===== config.mk =====
export PLATFORM = sky130hd
export DESIGN_NAME = pokey_irq_ctrl
export DESIGN_NICKNAME = d
export VERILOG_FILES = /design/src/rtl/pokey_irq_pkg.sv /design/src/rtl/pokey_irq_ctrl_irq_edge_latch.sv /design/src/rtl/pokey_irq_ctrl.sv
export SDC_FILE = /design/constraint.sdc
export NUM_CORES = 1
export LEC_CHECK = 0
export ABC_AREA = 1
export CAP_MARGIN = 0
export CORE_MARGIN = 1
export CORE_UTILIZATION = 35
export CTS_BUF_LIST = sky130_fd_sc_hd__clkbuf_4 sky130_fd_sc_hd__clkbuf_8 sky130_fd_sc_hd__clkbuf_16
export DETAILED_ROUTE_END_ITERATION = 12
export PLACE_DENSITY = 0.66
export SYNTH_ARGS = -nofsm -noshare
export SYNTH_HDL_FRONTEND = slang
export SYNTH_SLANG_ARGS = --single-unit

===== constraint.sdc =====
create_clock -name clk179 -period 0.9 [get_ports clk179]
set_input_delay 0.09 -clock clk179 [delete_from_list [all_inputs] [get_ports clk179]]
set_output_delay 0.09 -clock clk179 [all_outputs]
set_load 0.01 [all_outputs]

===== src/rtl/pokey_irq_pkg.sv =====
// pokey_irq_pkg: IRQST bit positions and idle value shared by the POKEY interrupt unit.
package pokey_irq_pkg;
    localparam int IRQ_BRK   = 7;
    localparam int IRQ_KBD   = 6;
    localparam int IRQ_SIN   = 5;
    localparam int IRQ_SOUT  = 4;
    localparam int IRQ_SDONE = 3;
    localparam int IRQ_T4    = 2;
    localparam int IRQ_T2    = 1;
    localparam int IRQ_T1    = 0;
    localparam logic [7:0] IRQST_IDLE = 8'hFF;
endpackage


===== src/rtl/pokey_irq_ctrl_irq_edge_latch.sv =====
// irq_edge_latch: rising-edge detect plus enable-masked active-low pending latch for one IRQST bit.
// Optional POKEY_IRQ_OVERRUN_CNT_EN adds the ovr output (event while already pending).
module irq_edge_latch (
    input  logic clk179,
    input  logic rst_L,
    input  logic src,
    input  logic en_next,
    output logic st
`ifdef POKEY_IRQ_OVERRUN_CNT_EN
    ,
    output logic ovr
`endif
);
    logic prev;
    logic ev;
    assign ev = src & ~prev;
    // a disabled bit is forced idle, so a clearing write wins over a same-cycle event
    always_ff @(posedge clk179 or negedge rst_L) begin
        if (!rst_L) begin
            prev <= 1'b0;
            st   <= 1'b1;
        end else begin
            prev <= src;
            st   <= !en_next ? 1'b1 : ev ? 1'b0 : st;
        end
    end
`ifdef POKEY_IRQ_OVERRUN_CNT_EN
    assign ovr = en_next & ev & ~st;
`endif
endmodule


===== src/rtl/pokey_irq_ctrl.sv =====
// pokey_irq_ctrl: synchronous POKEY IRQEN register, IRQST latches and active-low IRQ line.
// Optional POKEY_IRQ_OVERRUN_CNT_EN adds a saturating overrun_cnt output.
module pokey_irq_ctrl
    import pokey_irq_pkg::*;
#(
    parameter int         BRK_SYNC_STAGES = 2,
    parameter logic [7:0] IRQEN_RESET     = 8'h00
) (
    input  logic       clk179,
    input  logic       rst_L,
    input  logic       irqen_wr,
    input  logic [7:0] irqen_data,
    input  logic       brk_req,
    input  logic       kbd_pending,
    input  logic       ser_in_pending,
    input  logic       ser_out_pending,
    input  logic       ser_out_done,
    input  logic       timer4_pending,
    input  logic       timer2_pending,
    input  logic       timer1_pending,
    output logic [7:0] IRQEN_q,
    output logic [7:0] IRQ_ST,
    output logic       IRQ_L
`ifdef POKEY_IRQ_OVERRUN_CNT_EN
    ,
    output logic [7:0] overrun_cnt
`endif
);
    logic [BRK_SYNC_STAGES-1:0] brk_sync;
    logic [7:0] src;
`ifdef POKEY_IRQ_OVERRUN_CNT_EN
    logic [7:0] ovr;
`endif
    always_ff @(posedge clk179 or negedge rst_L) begin
        if (!rst_L) begin
            brk_sync <= '0;
            IRQEN_q  <= IRQEN_RESET;
        end else begin
            brk_sync <= {brk_sync[BRK_SYNC_STAGES-2:0], brk_req};
            IRQEN_q  <= irqen_wr ? irqen_data : IRQEN_q;
        end
    end
    assign src = {brk_sync[BRK_SYNC_STAGES-1], kbd_pending, ser_in_pending, ser_out_pending,
                  ser_out_done, timer4_pending, timer2_pending, timer1_pending};
    for (genvar i = 0; i < 8; i++) begin : g_bit
        if (i == IRQ_SDONE) begin : g_level
            // serial-done is a live level, never latched or masked in IRQST
            assign IRQ_ST[i] = ~src[i];
`ifdef POKEY_IRQ_OVERRUN_CNT_EN
            assign ovr[i] = 1'b0;
`endif
        end else begin : g_latch
            irq_edge_latch u_latch (
                .clk179 (clk179),
                .rst_L  (rst_L),
                .src    (src[i]),
                .en_next(irqen_wr ? irqen_data[i] : IRQEN_q[i]),
                .st     (IRQ_ST[i])
`ifdef POKEY_IRQ_OVERRUN_CNT_EN
                ,
                .ovr    (ovr[i])
`endif
            );
        end
    end
    assign IRQ_L = ~|(~IRQ_ST & IRQEN_q);
`ifdef POKEY_IRQ_OVERRUN_CNT_EN
    always_ff @(posedge clk179 or negedge rst_L) begin
        if (!rst_L) overrun_cnt <= 8'h00;
        else if (irqen_wr) overrun_cnt <= 8'h00;
        else if (|ovr && overrun_cnt != IRQST_IDLE) overrun_cnt <= overrun_cnt + 8'd1;
    end
`endif
endmodule

==> metrics.md, run 1 <==
| Metric | Value |
|---|---|
| CP Data Required Time | 0.81 ns |
| Overall power consumption | 2279 uW |
| Worst setup slack before clock tree synthesis | -0.6080 ns |
| GR peak layer | met2 |
| Max-capacitance violation count | 0 |
| Drt first pass iters | 4 |
| Final nets | 171 |
| Remaining number of nets flagged by the antenna check after routing | 0 |
| Final period util | 1.564 |
| Count of unique library cells instantiated by Yosys | 10 |
| Maximum number of pins on one net before global-route repair | 25 |
| Number of nets produced by synthesis | 120 |
| Cell with the most instances after synthesis | sky130_fd_sc_hd__nand2_1 |
| Post-detailed-route DRC marker count | 0 |
| Worst setup path class | reg -> out |
| Violations in the final reports | negative setup slack |
| Top flip-flop cell by instance count after synthesis | sky130_fd_sc_hd__dfrtp_1 |
| Post-Syn Instances | 101 |
| Count of final max-slew check failures | 0 |
| Worst-case clock skew | 0.0005516 ns |
| Area of the core region | 2545 sq um |
| Vias per Instance | 4.160 |
| Run status | finished, violations left |
| Root Buffer | sky130_fd_sc_hd__clkbuf_4 |
| GR Layer Usage met1 | 0.1918 |
| # H-tree levels | 1 |
| Area share of the leading cell type in the synthesized netlist | 0.4393 |
| Number of antenna violations at the first check in global routing | 0 |
| Count of cells along the worst register-to-register path | 4 |
| Internal Pwr Total | between 1500 and 2000 uW |
| Via count of the first global-routing pass | 673 |
| Clock power frac | 0.217 |
| Total number of vias | 753 |
| Crit path capture type | output pin |
| TritonCTS Sinks | 24 |
| FF-to-FF End | g_bit[1].g_latch.u_latch.st |
| Slew at the pin closest to its max-slew limit | 0.2324 ns |
| Clock transition at the registers of the reported paths | 0.12 ns |
| Mapped cell area | 968.4 sq um |
| Area of the multi-input gates | 203.9 sq um |
| Gr usage total | 0.1374 |
| Lkg Pwr | 0.0008168 uW |
| Floorplan die area | 2981 sq um |
| Post-synthesis sequential element count | 24 |
| TritonCTS clock tree | yes |
| Sequential cell area in the final layout | a little over 600 sq um |
| Layout filler cell count | 218 |
| Wire length of the first global-routing pass | 2815 microns |
| Worst IR Drop VDD | ~0.90 mV |
| Proportion of synthesized chip area in sequential cells | 0.6292 |
| # IOs | 36 |
| Syn_area_per_cell | approximately 9.6 sq um |
| Cells taking the most area after synthesis | sky130_fd_sc_hd__dfrtp_1, sky130_fd_sc_hd__dfstp_2, sky130_fd_sc_hd__nand2_1, sky130_fd_sc_hd__inv_1, sky130_fd_sc_hd__o21ai_0 |
| Flop-to-flop setup slack | 0.02 ns |
| Hold violation count in the final report | 0 |
| DIE HEIGHT | 54.60 microns |
| Final count of negative-setup-slack endpoints | 16 |
| Port Buffer Count | 35 |
| Clock latency on the worst-skew pair | 0.30 ns |
| Horizontal die dimension | around 55 microns |
| Remaining global-route overflow | 0 |
| Critical path startpoint category | flop |
| F_max | between 0.7 and 0.8 GHz |
| Number of violations reported at the end of detailed-routing iteration 0 | 7 |
| Final wirelength | 1823 microns |
| NetSw | 554.9 uW |
| Fraction of layout instances using a drive strength above 1 | 0.3444 |
| Area added between synthesis and finish | 60.98% |
| Post-layout minimum cycle time | 1.408 ns |
| Average wire length per cell after detail routing | 10.07 microns |
| Tightest Hold Check Type | in -> async |
| Min setup slack post-route | -0.5079 ns |
| WP data arrival | about 1.3 ns |
| Switching share of power | 0.2435 |
| Initial standard-cell utilization of the core | 0.3805 |
| CTS buffer count | 3 |
| Ranking of synthesized cells by instance count | sky130_fd_sc_hd__nand2_1, sky130_fd_sc_hd__inv_1, sky130_fd_sc_hd__dfrtp_1 |
| Bufs on Longest Clock Path | 2 |
| RSZ-0062 raised after global routing | true |
| Final HPWL from detailed placement | around 1400 microns |
| Asr flop ratio synth | 1.000 |
| Worst slew margin relative to its limit | 0.8434 |
| Flop pwr share | 0.532 |
| Met3 Resource Use GR | 0.03611 |
| Ys Warns | 0 |
| Dominant cell type by area after synthesis | sky130_fd_sc_hd__dfrtp_1 |
| Number of diodes | 0 |
| Power share of the combinational group | 0.250 |
| Total power per unit cell area | 1462 nW/um^2 |
| Highest fanout seen on the critical path | 2 |
| Placer Congestion | 0.6701 |
| Worst reg2reg path startpoint | g_bit[1].g_latch.u_latch.st |
| Site Rows | 18 |
| Number of enable flip-flop cells after synthesis | 0 |
| Met2 GRT Util | 0.2028 |
worst max path at each step:
stage | start | end | cells past startpoint
after floorplan | g_bit[1].g_latch.u_latch.st | IRQ_L | 6
after global placement | ser_out_done | IRQ_L | 7
after detailed placement | ser_out_done | IRQ_L | 7
after CTS | g_bit[1].g_latch.u_latch.st | IRQ_L | 7
after global routing | g_bit[1].g_latch.u_latch.st | IRQ_L | 7
final | g_bit[0].g_latch.u_latch.st | IRQ_L | 7
stage by stage:
| stage | instance area, sq um | utilization | hold slack [ns] | setup TNS, ns | cells |
|---|---|---|---|---|---|
| floorplan | 970.9 | - | -0.2056 | -0.04871 | 101 |
| global placement | 1455 | 0.5718 | 0.3360 | -6.683 | 176 |
| detailed placement | 1455 | 0.5718 | 0.3426 | -6.961 | 176 |
| CTS | 1559 | 0.6126 | 0.1134 | -3.432 | 181 |
| global route | 1559 | 0.6126 | 0.1043 | -4.097 | 181 |
| finish | 1559 | 0.6126 | 0.1175 | -3.205 | 181 |
flip-flops by register name, summed over array words and instances (netlist names):
signal                      count
g_bit.g_latch.u_latch.prev      7
IRQEN_q                         8
brk_sync                        2
g_bit.g_latch.u_latch.st        7
layer usage:
layer  wire length (microns)  vias up  share of wire
met5                       0        -              0
li1                        -      391              -
met2                     878       23           0.48
met3                      98        0          0.054
met4                       0        0              0
met1                     846      339           0.46
cell usage in the layout, fill, tap and decap left out:
cell type and n:
sky130_fd_sc_hd__clkdlybuf4s50_1 17, sky130_fd_sc_hd__nand2_1 26, sky130_fd_sc_hd__o21ai_2 3, sky130_fd_sc_hd__dfstp_2 7, sky130_fd_sc_hd__o21ai_1 4, sky130_fd_sc_hd__buf_2 1
sky130_fd_sc_hd__o21ai_0 7, sky130_fd_sc_hd__nor2_1 2, sky130_fd_sc_hd__buf_12 2, sky130_fd_sc_hd__inv_1 25, sky130_fd_sc_hd__buf_6 29, sky130_fd_sc_hd__nor2_2 1
sky130_fd_sc_hd__buf_4 3, sky130_fd_sc_hd__dlygate4sd2_1 1, sky130_fd_sc_hd__dfrtp_1 17, sky130_fd_sc_hd__clkbuf_4 4, sky130_fd_sc_hd__mux2_2 1, sky130_fd_sc_hd__clkdlybuf4s15_2 1
critical path, stage by stage (launching register included):
cell,delay (ns)
sky130_fd_sc_hd__dfstp_2,0.56
sky130_fd_sc_hd__inv_1,0.04
sky130_fd_sc_hd__nand2_1,0.05
sky130_fd_sc_hd__nand2_1,0.05
sky130_fd_sc_hd__inv_1,0.05
sky130_fd_sc_hd__nand2_1,0.05
sky130_fd_sc_hd__nor2_2,0.09
sky130_fd_sc_hd__buf_2,0.13
cell families after synthesis:
group / synth area share
simple gates: 0.1124
mux: 0.01163
buf+inv: 0.1628
flops: 0.6292
compound gates: 0.08398
area by class of cell:
cell class / count / area share
sequential: 24 / 0.3908
timing repair buffer: 54 / 0.3748
multi-input combinational: 44 / 0.1308
inverter: 25 / 0.06019
tap: 30 / 0.02408
clock buffer: 4 / 0.01926
power groups by stage:
stage	clock network (uW)	registers, uW	logic (uW)
4_1_cts	520	1210	574
3_3_place_gp	0	1220	517
6_report	496	1210	570
5_1_grt	565	1220	626
2_1_floorplan	0	1240	168
3_5_place_dp	0	1220	524
repair_timing:
action,CTS,global route
cloned,0,0
endpoints found under the setup margin,17,23
setup buffers,3,4
hold buffers,0,0
gates resized for setup,98,7
pin swaps,1,0
Power figures use the tool's default switching activity.
==> run 2: changes to the inputs <==
- PLACE_DENSITY: 0.66 -> not set
- PLACE_DENSITY_LB_ADDON: not set -> 0.25
==> metrics.md, run 2 (synthesis gave the netlist of run 1 again) <==
| Metric | Value |
|---|---|
| Area of the multi-input gates | 220.2 sq um (+8.0%) |
| Min setup slack post-route | -0.5004 ns (+0.007521 ns) |
| Worst reg2reg path startpoint | g_bit[1].g_latch.u_latch.st |
| Lkg Pwr | 0.0008040 uW (-1.6%) |
| Site Rows | 18 (unchanged) |
| Number of diodes | 0 (unchanged) |
| Post-layout minimum cycle time | 1.400 ns (-0.007521 ns) |
| Violations in the final reports | negative setup slack |
| Initial standard-cell utilization of the core | 0.3805 (unchanged) |
| Vias per Instance | 4.331 (+4.1%) |
| Remaining global-route overflow | 0 (unchanged) |
| Area added between synthesis and finish | 60.47% |
| Hold violation count in the final report | 0 (unchanged) |
| Worst-case clock skew | 0.004384 ns (+0.003832 ns) |
| FF-to-FF End | g_bit[1].g_latch.u_latch.st |
| Worst slew margin relative to its limit | 0.8540 (+0.01052) |
| Placer Congestion | 0.6678 (-0.34%) |
| Gr usage total | 0.1603 (+0.02292) |
| Register ranked first by flip-flop count | IRQEN_q |
| Number of flip-flops under the largest register name | 8 (unchanged) |
| Number of violations reported at the end of detailed-routing iteration 0 | 8 (+1) |
| F_max | 0.7141 GHz (+0.54%) |
| Critical path startpoint category | flop |
| Total number of vias | 784 (+4.1%) |
| Number of antenna violations at the first check in global routing | 0 (unchanged) |
| Count of final max-slew check failures | 0 (unchanged) |
| Overall power consumption | 2346 uW (+2.9%) |
| Post-detailed-route DRC marker count | 0 (unchanged) |
| Final setup TNS | -3.508 ns (-0.3029 ns) |
| Crit path capture type | output pin |
| Final period util | 1.556 (-0.008357) |
| Sequential cell area in the final layout | 609.3 sq um (unchanged) |
| # H-tree levels | 1 (unchanged) |
| Final count of negative-setup-slack endpoints | 17 (+1) |
| Port Buffer Count | 35 (unchanged) |
| Final wirelength | 1950 microns (+7.0%) |
| Most common cell after layout, fill and taps aside | sky130_fd_sc_hd__buf_6 |
| Worst IR Drop VDD | 1.011 mV (+13%) |
| TritonCTS Sinks | 24 (unchanged) |
| DIE HEIGHT | 54.60 microns (unchanged) |
| Area of the core region | 2545 sq um (unchanged) |
| Instance area after placement | 1435 sq um (-1.4%) |
| Via count of the first global-routing pass | 736 (+9.4%) |
| CTS buffer count | 3 (unchanged) |
| Drt first pass iters | 3 (-1) |
| WP data arrival | 1.31 ns (about the same) |
| Max-capacitance violation count | 0 (unchanged) |
| Wire length of the first global-routing pass | 3236 microns (+15%) |
| Final nets | 171 (unchanged) |
| Root Buffer | sky130_fd_sc_hd__clkbuf_4 |
| Fin area | 1554 sq um (-0.32%) |
| Remaining number of nets flagged by the antenna check after routing | 0 (unchanged) |
| Largest registers ranked by flip-flop count | IRQEN_q (8), g_bit.g_latch.u_latch.prev (7), g_bit.g_latch.u_latch.st (7) |
| Run status | finished, violations left |
| Floorplan die area | 2981 sq um (unchanged) |
| Worst setup path class | reg -> out |
| Tightest Hold Check Type | in -> async |
| Horizontal die dimension | 54.60 microns (unchanged) |
| Highest fanout seen on the critical path | 2 (unchanged) |
| Total power per unit cell area | 1509 nW/um^2 (+3.3%) |
| Count of cells along the worst register-to-register path | 4 (unchanged) |
| Most used cells in the layout excluding fill and tap cells | sky130_fd_sc_hd__buf_6, sky130_fd_sc_hd__nand2_1, sky130_fd_sc_hd__inv_1 |
| RSZ-0062 raised after global routing | true |
| Flop-to-flop setup slack | -0.01 ns (-0.03 ns) |
| Average wire length per cell after detail routing | 10.77 microns (+7.0%) |
| Clock transition at the registers of the reported paths | 0.12 ns (about the same) |
| Layout filler cell count | 241 (+11%) |
| CP Data Required Time | 0.81 ns (about the same) |
| Fraction of layout instances using a drive strength above 1 | 0.4172 (+0.07285) |
| Final HPWL from detailed placement | 1391 microns (+3.0%) |
| # IOs | 36 (unchanged) |
| Slew at the pin closest to its max-slew limit | 0.2168 ns (-0.01562 ns) |
| TritonCTS clock tree | yes |
| Bufs on Longest Clock Path | 2 (unchanged) |
| Maximum number of pins on one net before global-route repair | 25 (unchanged) |
| Clock latency on the worst-skew pair | 0.31 ns (about the same) |
==> run 2: changes by cell type in the layout (fill, tap and decap cells not counted), moves of 5 or more <==
cell / delta
sky130_fd_sc_hd__inv_1: -5
sky130_fd_sc_hd__inv_2: +5
sky130_fd_sc_hd__nand2_1: -5
sky130_fd_sc_hd__nand2_2: +5
==> run 2: repair_timing <==
item	in CTS	in global routing
hold buffers	0	0
setup endpoints to repair	17	23
gates resized for setup	92	25
setup buffers	2	8
pin swaps	0	6
==> run 2: layout make-up <==
type	count	share of cell area
Sequential cell	24	0.3921
Inverter	25	0.06039
Timing Repair Buffer	54	0.3583
Multi-Input combinational cell	44	0.1417
Tap cell	30	0.02415
Clock buffer	4	0.02335
==> run 2: critical path, stage by stage (launching register included) <==
cell                      delay, ns
sky130_fd_sc_hd__dfstp_2       0.56
sky130_fd_sc_hd__inv_1         0.04
sky130_fd_sc_hd__nand2_1       0.05
sky130_fd_sc_hd__nand2_1       0.05
sky130_fd_sc_hd__inv_1         0.04
sky130_fd_sc_hd__nand2_1       0.05
sky130_fd_sc_hd__nor2_2        0.09
sky130_fd_sc_hd__buf_2         0.13
==> run 2: worst max path at each step <==
stage / from / slack [ns] / depth (start not counted) / endpoint
final: g_bit[5].g_latch.u_latch.st / -0.50 / 7 / IRQ_L
after global routing: g_bit[0].g_latch.u_latch.st / -0.62 / 7 / IRQ_L
after CTS: g_bit[1].g_latch.u_latch.st / -0.52 / 7 / IRQ_L
after detailed placement: ser_out_done / -0.62 / 7 / IRQ_L
after global placement: ser_out_done / -0.60 / 7 / IRQ_L
after floorplan: g_bit[1].g_latch.u_latch.st / -0.05 / 6 / IRQ_L
==> run 2: per-layer routing <==
layer	up-vias	share of wire	track usage	wire length, microns
li1	394	-	-	-
met1	370	0.43	0.2004	836
met2	18	0.52	0.2590	1014
met3	2	0.043	0.03611	83
met4	0	0.0077	0.07692	15
met5	-	0	0	0
==> run 2: per-stage QoR <==
stage,std cells,setup WS [ns],utilization,hold WS (ns)
2_1_floorplan,101,-0.04871,-,-0.2056
3_5_place_dp,175,-0.6244,0.5639,0.3373
6_report,181,-0.5004,0.6106,0.1066
3_3_place_gp,175,-0.6044,0.5639,0.3332
5_1_grt,181,-0.6150,0.6106,0.09569
4_1_cts,180,-0.5228,0.5954,0.09505
==> run 2: power breakdown <==
group          internal [uW]  leakage [uW]  switching [uW]  total (uW)
Sequential              1170      0.000275            47.5        1220
Combinational            343      0.000508             224         567
Clock                    247     0.0000210             313         560
Total                   1760      0.000804             584        2350
==> run 3: changes to the inputs <==
- CTS_CLUSTER_DIAMETER: not set -> 150
- SETUP_SLACK_MARGIN: not set -> 0.1
- clock period: 0.9 -> 1.8 ns (I/O delays scaled with it)
==> metrics.md, run 3 (synthesis gave the netlist of run 1 again) <==
| Metric | Value |
|---|---|
| Run status | finished clean |
| Fraction of layout instances using a drive strength above 1 | 0.1343 (-0.2829) |
| Area of the core region | 2545 sq um (unchanged) |
| Via count of the first global-routing pass | 670 (-9.0%) |
| Lkg Pwr | 0.0006866 uW (-15%) |
| Final period util | 0.8820 |
| F_max | 0.6299 GHz |
| Number of buffers and inverters on the critical path | 1 (-2) |
| Start point of the critical path | g_bit[0].g_latch.u_latch.st |
| Total number of vias | 706 (-9.9%) |
| Slew at the pin closest to its max-slew limit | 0.3158 ns (+0.09898 ns) |
| Number of flip-flops under the largest register name | 8 (unchanged) |
| Quantity of hold-fixing buffers added after cts | 0 (unchanged) |
| Most used cells in the layout excluding fill and tap cells | sky130_fd_sc_hd__clkdlybuf4s50_1, sky130_fd_sc_hd__nand2_1, sky130_fd_sc_hd__inv_1 |
| Worst-case clock skew | 0.005617 ns (+0.001233 ns) |
| CTS buffer count | 3 (unchanged) |
| Register ranked first by flip-flop count | IRQEN_q |
| Gr usage total | 0.1318 (-0.02852) |
| # H-tree levels | 1 (unchanged) |
| RSZ-0062 raised after global routing | false |
| Top Metal Used | met4 |
| Area added between synthesis and finish | 39.92% |
| Hold violation count in the final report | 0 (unchanged) |
| Cell class contributing the biggest share of worst-path delay | flip-flops |
| Min setup slack post-route | 0.2125 ns (+0.7129 ns) |
| Floorplan die area | 2981 sq um (unchanged) |
| Highest fanout seen on the critical path | 3 (+1) |
| Worst reg2reg path startpoint | IRQEN_q[4] |
| Sequential cell area in the final layout | 609.3 sq um (unchanged) |
| Final HPWL from detailed placement | 1360 microns (-2.3%) |
| Remaining global-route overflow | 0 (unchanged) |
| Drt first pass iters | 2 (-1) |
| Clock latency on the worst-skew pair | 0.30 ns (about the same) |
| Layout filler cell count | 243 (+0.83%) |
| TritonCTS clock tree | yes |
| Port Buffer Count | 35 (unchanged) |
| Cell with the largest stage delay on the worst path | sky130_fd_sc_hd__dfstp_2 |
| Met3 Wirelength | 65 microns (-22%) |
| Ordered cell list for the critical path | clkdlybuf4s50_1 |
| Root Buffer | sky130_fd_sc_hd__clkbuf_4 |
| Total power per unit cell area | 875.3 nW/um^2 (-42%) |
| Worst setup path class | reg -> out |
| Worst IR Drop VDD | 0.5155 mV (-49%) |
| Wire length of the first global-routing pass | 2794 microns (-14%) |
| Horizontal die dimension | 54.60 microns (unchanged) |
| Final wirelength | 1707 microns (-12%) |
| Final nets | 154 (-9.9%) |
| Most common cell after layout, fill and taps aside | sky130_fd_sc_hd__clkdlybuf4s50_1 |
| Metal-1 WL | 810 microns (-3.1%) |
| Worst setup slack before clock tree synthesis | 0.1278 ns (+0.7522 ns) |
| Post-detailed-route DRC marker count | 0 (unchanged) |
| Placer Congestion | 0.6273 (-6.1%) |
| Final setup TNS | 0 ns (+3.508 ns) |
| Maximum number of pins on one net before global-route repair | 25 (unchanged) |
| # IOs | 36 (unchanged) |
| Vias per Instance | 4.305 (-0.61%) |
| Max-capacitance violation count | 0 (unchanged) |
| Number of violations reported at the end of detailed-routing iteration 0 | 5 (-3) |
| Routed wl met2 | 816 microns (-20%) |
| DIE HEIGHT | 54.60 microns (unchanged) |
| Critical path startpoint category | flop |
| WP data arrival | 1.41 ns (+0.10 ns) |
| Number of diodes | 0 (unchanged) |
| Final count of negative-setup-slack endpoints | 0 (-17) |
| Crit path capture type | output pin |
| CP max stage delay | 0.57 ns (about the same) |
| Bufs on Longest Clock Path | 2 (unchanged) |
| Post-layout minimum cycle time | between 1.5 and 2 ns |
| Site Rows | 18 (unchanged) |
| Number of antenna violations at the first check in global routing | 0 (unchanged) |
| Average wire length per cell after detail routing | 10.41 microns (-3.4%) |
| Remaining number of nets flagged by the antenna check after routing | 0 (unchanged) |
| Worst slew margin relative to its limit | 0.7888 (-0.06512) |
| CP Data Required Time | 1.62 ns (+0.81 ns) |
| Initial standard-cell utilization of the core | 0.3805 (unchanged) |
| Clock transition at the registers of the reported paths | 0.13 ns (about the same) |
| Count of final max-slew check failures | 0 (unchanged) |
| Tightest Hold Check Type | in -> async |
| Area of the multi-input gates | 201.4 sq um (-8.5%) |
| Post-layout utilization of the core | 0.5324 (-0.07817) |
| Overall power consumption | 1186 uW (-49%) |
| TritonCTS Sinks | 24 (unchanged) |
| Largest registers ranked by flip-flop count | IRQEN_q (8), g_bit.g_latch.u_latch.prev (7), g_bit.g_latch.u_latch.st (7) |
## run 3: cell types whose count changed in the layout (fill, tap and decap cells not counted), moves of 4 or more
cell / before / now
sky130_fd_sc_hd__nand2_1: 21 / 26
sky130_fd_sc_hd__o21ai_1: 4 / 0
sky130_fd_sc_hd__nand2_2: 5 / 0
sky130_fd_sc_hd__clkdlybuf4s50_1: 18 / 34
sky130_fd_sc_hd__inv_2: 5 / 0
sky130_fd_sc_hd__inv_1: 20 / 25
sky130_fd_sc_hd__buf_6: 27 / 0
sky130_fd_sc_hd__o21ai_0: 6 / 11
## run 3: path summary, 6_finish.rpt
check | slack, ns | depth (start not counted) | to
worst max-delay path | 0.21 | 1 | IRQ_ST[0]
min in group clk179 | 0.31 | 1 | brk_sync[0]
worst min register to register | 0.37 | 0 | brk_sync[1]
worst max register to register | 0.98 | 3 | g_bit[4].g_latch.u_latch.st
worst min-delay path | 0.20 | 2 | IRQEN_q[6]
max in group asynchronous | 1.31 | 2 | g_bit[5].g_latch.u_latch.st
## run 3: stage by stage
step | area (sq um) | hold slack (ns) | cells
floorplan | 968.4 | -0.1156 | 101
global placement | 1308 | 0.3366 | 160
detailed placement | 1308 | 0.3401 | 160
CTS | 1359 | 0.2145 | 164
global route | 1355 | 0.2085 | 164
finish | 1355 | 0.2014 | 164
## run 3: cell type report
cell class	instances	share of cell area
Clock inverter	1	0.02216
Clock buffer	3	0.01662
Timing Repair Buffer	37	0.2659
Tap cell	30	0.02770
Sequential cell	24	0.4497
Inverter	25	0.06925
Multi-Input combinational cell	44	0.1487
## run 3: where the power goes
group / total (uW) / internal [uW] / switching [uW]
clock: 380 / 225 / 155
combinational: 198 / 112 / 85.4
sequential: 609 / 586 / 23.1
total: 1190 / 923 / 263
## run 3: timing repair
action | CTS | global route
resized for setup | 1 | 2
endpoints found under the hold margin | 0 | 0
endpoints found under the setup margin | 1 | 1
buffers inserted | 0 | 0
## run 3: metal layers
layer | vias to the layer above | global-route usage
met5 | - | 0
met4 | 0 | 0.03846
met3 | 2 | 0.02778
met2 | 18 | 0.2189
met1 | 326 | 0.1711
li1 | 360 | -
